`src/rtl/pc_stack_unit.sv`:
```
`default_nettype none
// ============================================================================
// Module      : pc_stack_unit
// Description : Program-counter successor with an internal hardware return
//               stack. Holds the fetch address and selects its next value
//               from increment, absolute/conditional jump, PC-relative
//               branch, call/return and interrupt vectoring, or holds on stall.
//
// Ports:
//   clk        - clock, all state updates on rising edge
//   rst        - synchronous active-high reset
//   stall      - hold all state this cycle
//   irq        - interrupt request (pushes pc_out, vectors to IRQ_VECTOR)
//   ret        - pop return stack into pc_out
//   call       - push pc_out+1, jump to pc_write
//   jmp, abs   - jump to pc_write
//   rel        - pc_out + sign-extended offset
//   pc_write   - absolute target address
//   offset     - signed relative offset
//   pc_out     - registered fetch address
//   pc_nxt     - pc_out+1 (combinational)
//   depth      - number of valid return-stack entries
//   stack_err  - sticky overflow/underflow flag
//
// Revision    : 1.0 - initial release
// ============================================================================
module pc_stack_unit #(
    parameter int                ADDR_W       = 16,
    parameter int                OFF_W        = 8,
    parameter int                STACK_DEPTH  = 8,
    parameter logic [ADDR_W-1:0] RESET_VECTOR = '0,
    parameter logic [ADDR_W-1:0] IRQ_VECTOR   = ADDR_W'(4)
) (
    input  logic                             clk,
    input  logic                             rst,
    input  logic                             stall,
    input  logic                             irq,
    input  logic                             ret,
    input  logic                             call,
    input  logic                             jmp,
    input  logic                             abs,
    input  logic                             rel,
    input  logic [ADDR_W-1:0]                pc_write,
    input  logic [OFF_W-1:0]                 offset,
    output logic [ADDR_W-1:0]                pc_out,
    output logic [ADDR_W-1:0]                pc_nxt,
    output logic [$clog2(STACK_DEPTH):0]     depth,
    output logic                             stack_err
);

    localparam int               c_PTR_W = $clog2(STACK_DEPTH);
    localparam logic [c_PTR_W:0] c_FULL  = (c_PTR_W + 1)'(STACK_DEPTH);

    logic [ADDR_W-1:0]  r_pc;
    logic [c_PTR_W:0]   r_depth;
    logic               r_err;
    logic [ADDR_W-1:0]  r_stack [STACK_DEPTH];

    logic [ADDR_W-1:0]  w_pc_nxt;
    logic [ADDR_W-1:0]  w_off_ext;
    logic [ADDR_W-1:0]  w_pc_d;
    logic [c_PTR_W:0]   w_depth_d;
    logic               w_err_d;
    logic               w_push;
    logic [ADDR_W-1:0]  w_push_val;
    logic               w_wr_en;
    logic               w_full;
    logic               w_empty;
    logic [c_PTR_W-1:0] w_wr_idx;
    logic [c_PTR_W-1:0] w_top_idx;

    assign w_pc_nxt  = r_pc + 1'b1;
    assign w_full    = (r_depth == c_FULL);
    assign w_empty   = (r_depth == '0);
    // Low bits of depth address the next free slot; when full they wrap to 0,
    // but a push on full is dropped so that slot is never written then.
    assign w_wr_idx  = r_depth[c_PTR_W-1:0];
    assign w_top_idx = r_depth[c_PTR_W-1:0] - 1'b1;

    generate
        if (OFF_W < ADDR_W) begin : g_sext
            assign w_off_ext = {{(ADDR_W - OFF_W){offset[OFF_W-1]}}, offset};
        end else begin : g_nosext
            assign w_off_ext = offset;
        end
    endgenerate

    // Next-state selection in strict priority order; only the winner acts.
    always_comb begin
        w_pc_d     = r_pc;
        w_depth_d  = r_depth;
        w_err_d    = r_err;
        w_push     = 1'b0;
        w_push_val = w_pc_nxt;
        if (!stall) begin
            if (irq) begin
                // Push the interrupted address itself so it re-executes.
                w_push     = 1'b1;
                w_push_val = r_pc;
                w_pc_d     = IRQ_VECTOR;
            end else if (ret) begin
                if (w_empty) begin
                    w_err_d = 1'b1;
                    w_pc_d  = w_pc_nxt;
                end else begin
                    w_pc_d    = r_stack[w_top_idx];
                    w_depth_d = r_depth - 1'b1;
                end
            end else if (call) begin
                w_push = 1'b1;
                w_pc_d = pc_write;
            end else if (jmp || abs) begin
                w_pc_d = pc_write;
            end else if (rel) begin
                w_pc_d = r_pc + w_off_ext;
            end else begin
                w_pc_d = w_pc_nxt;
            end

            // Overflowing push is dropped but the jump itself still happens.
            if (w_push) begin
                if (w_full) begin
                    w_err_d = 1'b1;
                end else begin
                    w_depth_d = r_depth + 1'b1;
                end
            end
        end
    end

    assign w_wr_en = w_push && !w_full && !rst;

    always_ff @(posedge clk) begin
        if (rst) begin
            r_pc    <= RESET_VECTOR;
            r_depth <= '0;
            r_err   <= 1'b0;
        end else begin
            r_pc    <= w_pc_d;
            r_depth <= w_depth_d;
            r_err   <= w_err_d;
        end
    end

    // Stack contents need no reset; validity is tracked by r_depth.
    always_ff @(posedge clk) begin
        if (w_wr_en) begin
            r_stack[w_wr_idx] <= w_push_val;
        end
    end

    assign pc_out    = r_pc;
    assign pc_nxt    = w_pc_nxt;
    assign depth     = r_depth;
    assign stack_err = r_err;

endmodule
`default_nettype wire

```
`config.mk`:
```
export PLATFORM = sky130hd
export DESIGN_NAME = pc_stack_unit
export DESIGN_NICKNAME = d
export VERILOG_FILES = /design/src/rtl/pc_stack_unit.sv
export SDC_FILE = /design/constraint.sdc
export NUM_CORES = 1
export LEC_CHECK = 0
export ABC_AREA = 1
export CAP_MARGIN = 20
export CORE_ASPECT_RATIO = 1.2
export CORE_UTILIZATION = 45
export DETAILED_ROUTE_END_ITERATION = 10
export GPL_ROUTABILITY_DRIVEN = 1
export HOLD_SLACK_MARGIN = 0.08
export PLACE_DENSITY_LB_ADDON = 0.25
export SETUP_SLACK_MARGIN = 0.4
export SYNTH_ARGS = -nofsm -noshare
export SYNTH_HDL_FRONTEND = slang
export SYNTH_SLANG_ARGS = --single-unit
export TNS_END_PERCENT = 30
```
`constraint.sdc`:
```
create_clock -name clk -period 7.3 [get_ports clk]
set_clock_uncertainty 0.2 [all_clocks]
set_input_delay 2.19 -clock clk [delete_from_list [all_inputs] [get_ports clk]]
set_output_delay 2.19 -clock clk [all_outputs]
set_load 0.01 [all_outputs]
```
==> flow_metrics.tcl <==
set metrics [dict create \
    fp.dieArea_um2 18800 \
    first_pass_iters 5 \
    core_area_um2 17700 \
    combPwrFrac_pct 18.3 \
    reg2reg_depth 10 \
    fin_tns_setup_ns 0 \
    setup_violations 0 \
    yosysTopAreaCellShare_pct 46.7 \
    synthToLayoutAreaGrowth_pct 18.2 \
    grt_pass1_wl_um 35800 \
    hp-start "stack_err" \
    r2r_slack_ns 3.11 \
    required_ns 4.91 \
    post_cts_resized 0 \
    p_leak_nw 3.90 \
    fmax_mhz 203 \
    io_pins 70 \
    drive_above_1_share_pct 7.58 \
    ir_drop_mv 0.177 \
    synth_edf_count 128 \
    powerDensity_nw_per_um2 240 \
    finalPower_mw 2.34 \
    maxSlewHeadroom_pct 30.9 \
    mostFrequentLayoutCell "nand2_1" \
    grt_antenna_before_repair 0 \
    synth_top_cell_by_area "edfxtp_1" \
    pre_cts_slack_ns 2.06 \
    post_cts_buffers 0 \
    die_h_um 150 \
    cts_made_buffers 17 \
    design_area_um2 9730 \
    intPower_mw 1.69 \
    avgSynthCellArea_um2 8.39 \
    port_buffers 69 \
    crit_family "simple AND/OR/NAND/NOR gates" \
    hold_end "stack_err" \
    synth-main-ff-cell "edfxtp_1" \
    worstSetupPathType "reg2out" \
    crit_path_start_kind "flip-flop" \
    slew_violations 0 \
    final_cell_mix "282 x nand2_1, 128 x edfxtp_1, 99 x nand3_1, 97 x inv_1, 82 x nor2_1" \
    rsz0062_at_grt "no" \
    antenna_cells 0 \
    path_buf_inv 2 \
    clk_pin_slew_ns 0.07 \
    netSwitchingPower_uw 646 \
    overflow 0 \
    synth-async-reset-ratio_pct 0 \
    whs_path_depth 2 \
    synth-warning-count 0 \
    crit_arrival_ns 2.53 \
    grt_max_degree 74 \
    critPathMaxFanout 8 \
    synth-seq-cells 149 \
    synth_seq_area_share_pct 51.8 \
    vias 6955 \
    place_congestion 0.906 \
    worstMarginPinSlew_ns 1.03 \
    regToRegEndpoint "r_stack[4][12]" \
    finalWirelength_um 22700 \
    slowest_delay_ns 0.53 \
    cap_violations 0 \
    grt_pass1_vias 6823 \
    ant_nets 0 \
    cts_sinks 149 \
    switching_share_pct 27.6 \
    drt-initial-drc-count 481 \
    viasPerCell 5.45 \
    place_hpwl_um 15300 \
    syn_nets 1033 \
    endpoint_kind "primary output" \
    drc 0 \
    die_x_um 125 \
    cts_buffer_depth 2 \
    synth.cell_area_um2 8230 \
    dpl_cell_area_um2 9090 \
    period_needed_ns 4.92 \
    postSynthCellCount 981 \
    htree_num_levels 4 \
    p_seq_share_pct 41.5 \
    path_cells "ha_1 > nand2_1 > nor2_1 > nand3_1 > nand2_1 > nand2_1 > inv_1 > clkdlybuf4s50_1" \
    pwr-share-clk_pct 40.2 \
    cts_hold_buf 0 \
    status "complete, no violations" \
    min_period_over_period_pct 67.4 \
    clock-root-buffer "clkbuf_16" \
    route.detailed.wl_per_inst_um 17.8 \
    hold_class "reg2reg" \
    worstSkewPairLatency_ns 0.42 \
    cp_common_cell "nand2_1" \
    ys_types 44 \
    cts_tree "done" \
    start_util_pct 46.5 \
    nNetsFinal 1095 \
    placementRows 53 \
    grt_use_total_pct 25.2 \
    r2r-start "depth[0]" \
    netlist_top_cells_area "edfxtp_1 47%, nand2_1 13%, nand3_1 6.0%" \
    hold_viol 0 \
    crit_path_top_delay_cell "dfxtp_1" \
    fin_ws_ns 2.38 \
]
==> metal layers <==
metal,GRT usage [%],part of all wire (%)
met5,0,0
met4,11.5,2.9
met3,3.45,6.4
met2,45.5,51
met1,29.8,40
==> registers in the layout, summed over array words and instances (netlist names) <==
register / count
depth: 4
pc_out: 16
r_stack: 128
stack_err: 1
==> synth_stat cells, types with 2 or more instances <==
library cell / instances
nor2_2: 3
nand3_1: 99
and2_1: 2
nand2_1: 282
clkbuf_8: 3
buf_4: 7
a21oi_1: 58
dlygate4sd1_1: 2
edfxtp_1: 128
dfxtp_1: 21
clkbuf_1: 9
nor2_4: 3
nor3_1: 10
o211ai_1: 10
inv_1: 97
ha_1: 18
o21ai_1: 4
nand4_1: 5
inv_2: 7
nand2_2: 7
o22ai_1: 8
o21bai_1: 3
o31ai_1: 2
xor2_1: 8
buf_2: 18
a211oi_1: 3
o21ai_0: 64
nor2_1: 82
a21oi_2: 3
==> worst max-delay path by stage <==
| stage | startpoint | endpoint | slack [ns] | cells past startpoint |
|---|---|---|---|---|
| after floorplan | ret | r_stack[7][0] | 2.14 | 6 |
| after global placement | rst | r_stack[4][14] | 2.14 | 7 |
| after detailed placement | rst | r_stack[4][14] | 2.06 | 7 |
| after CTS | pc_out[0] | pc_nxt[12] | 2.34 | 8 |
| after global routing | pc_out[0] | pc_nxt[12] | 2.16 | 8 |
| final | pc_out[0] | pc_nxt[12] | 2.38 | 8 |
==> tightest hold or removal path: cells and delay by family, from the launching register on <==
kind / cells / cell delay (ns)
AO/OA/AOI/OAI: 1 / 0.07
buffers and inverters: 1 / 0.05
flip-flops: 1 / 0.32
==> per-stage QoR <==
step | std cells | util [%] | hold WS (ns)
finish | 1276 | 54.9 | 0.294
global route | 1276 | 54.9 | 0.321
CTS | 1276 | 54.9 | 0.293
detailed placement | 1244 | 51.3 | 0.283
global placement | 1243 | 51.3 | 0.287
floorplan | 981 | - | 0.296
==> cell families (layout without fill, tap and decap cells) <==
kind of cell	after synthesis	count (layout)	share of synthesized area [%]
AOI/OAI and AO/OA	158	158	10.5
xor gates and xnor gates	9	9	0.958
adders and majority gates	19	19	2.98
buffers and inverters	146	221	7.83
DFF	149	149	51.8
and+or+nand+nor	500	500	25.9
==> power groups by stage <==
stage	Combinational (mW)	Clock (mW)	Sequential [mW]
final	0.428	0.941	0.970
after global routing	0.472	0.979	0.973
after CTS	0.427	0.945	0.970
after detailed placement	0.422	0	0.988
after global placement	0.416	0	0.987
after floorplan	0.279	0	0.980
==> layout make-up <==
type,instances,area (µm²)
multi-input combinational,686,3350
tap,220,275
inverter,106,399
timing repair buffer,83,803
clock buffer,18,429
sequential,149,4270
clock inverter,14,209
fill,1589,7980
No activity file was read; power rests on OpenSTA's default activity.
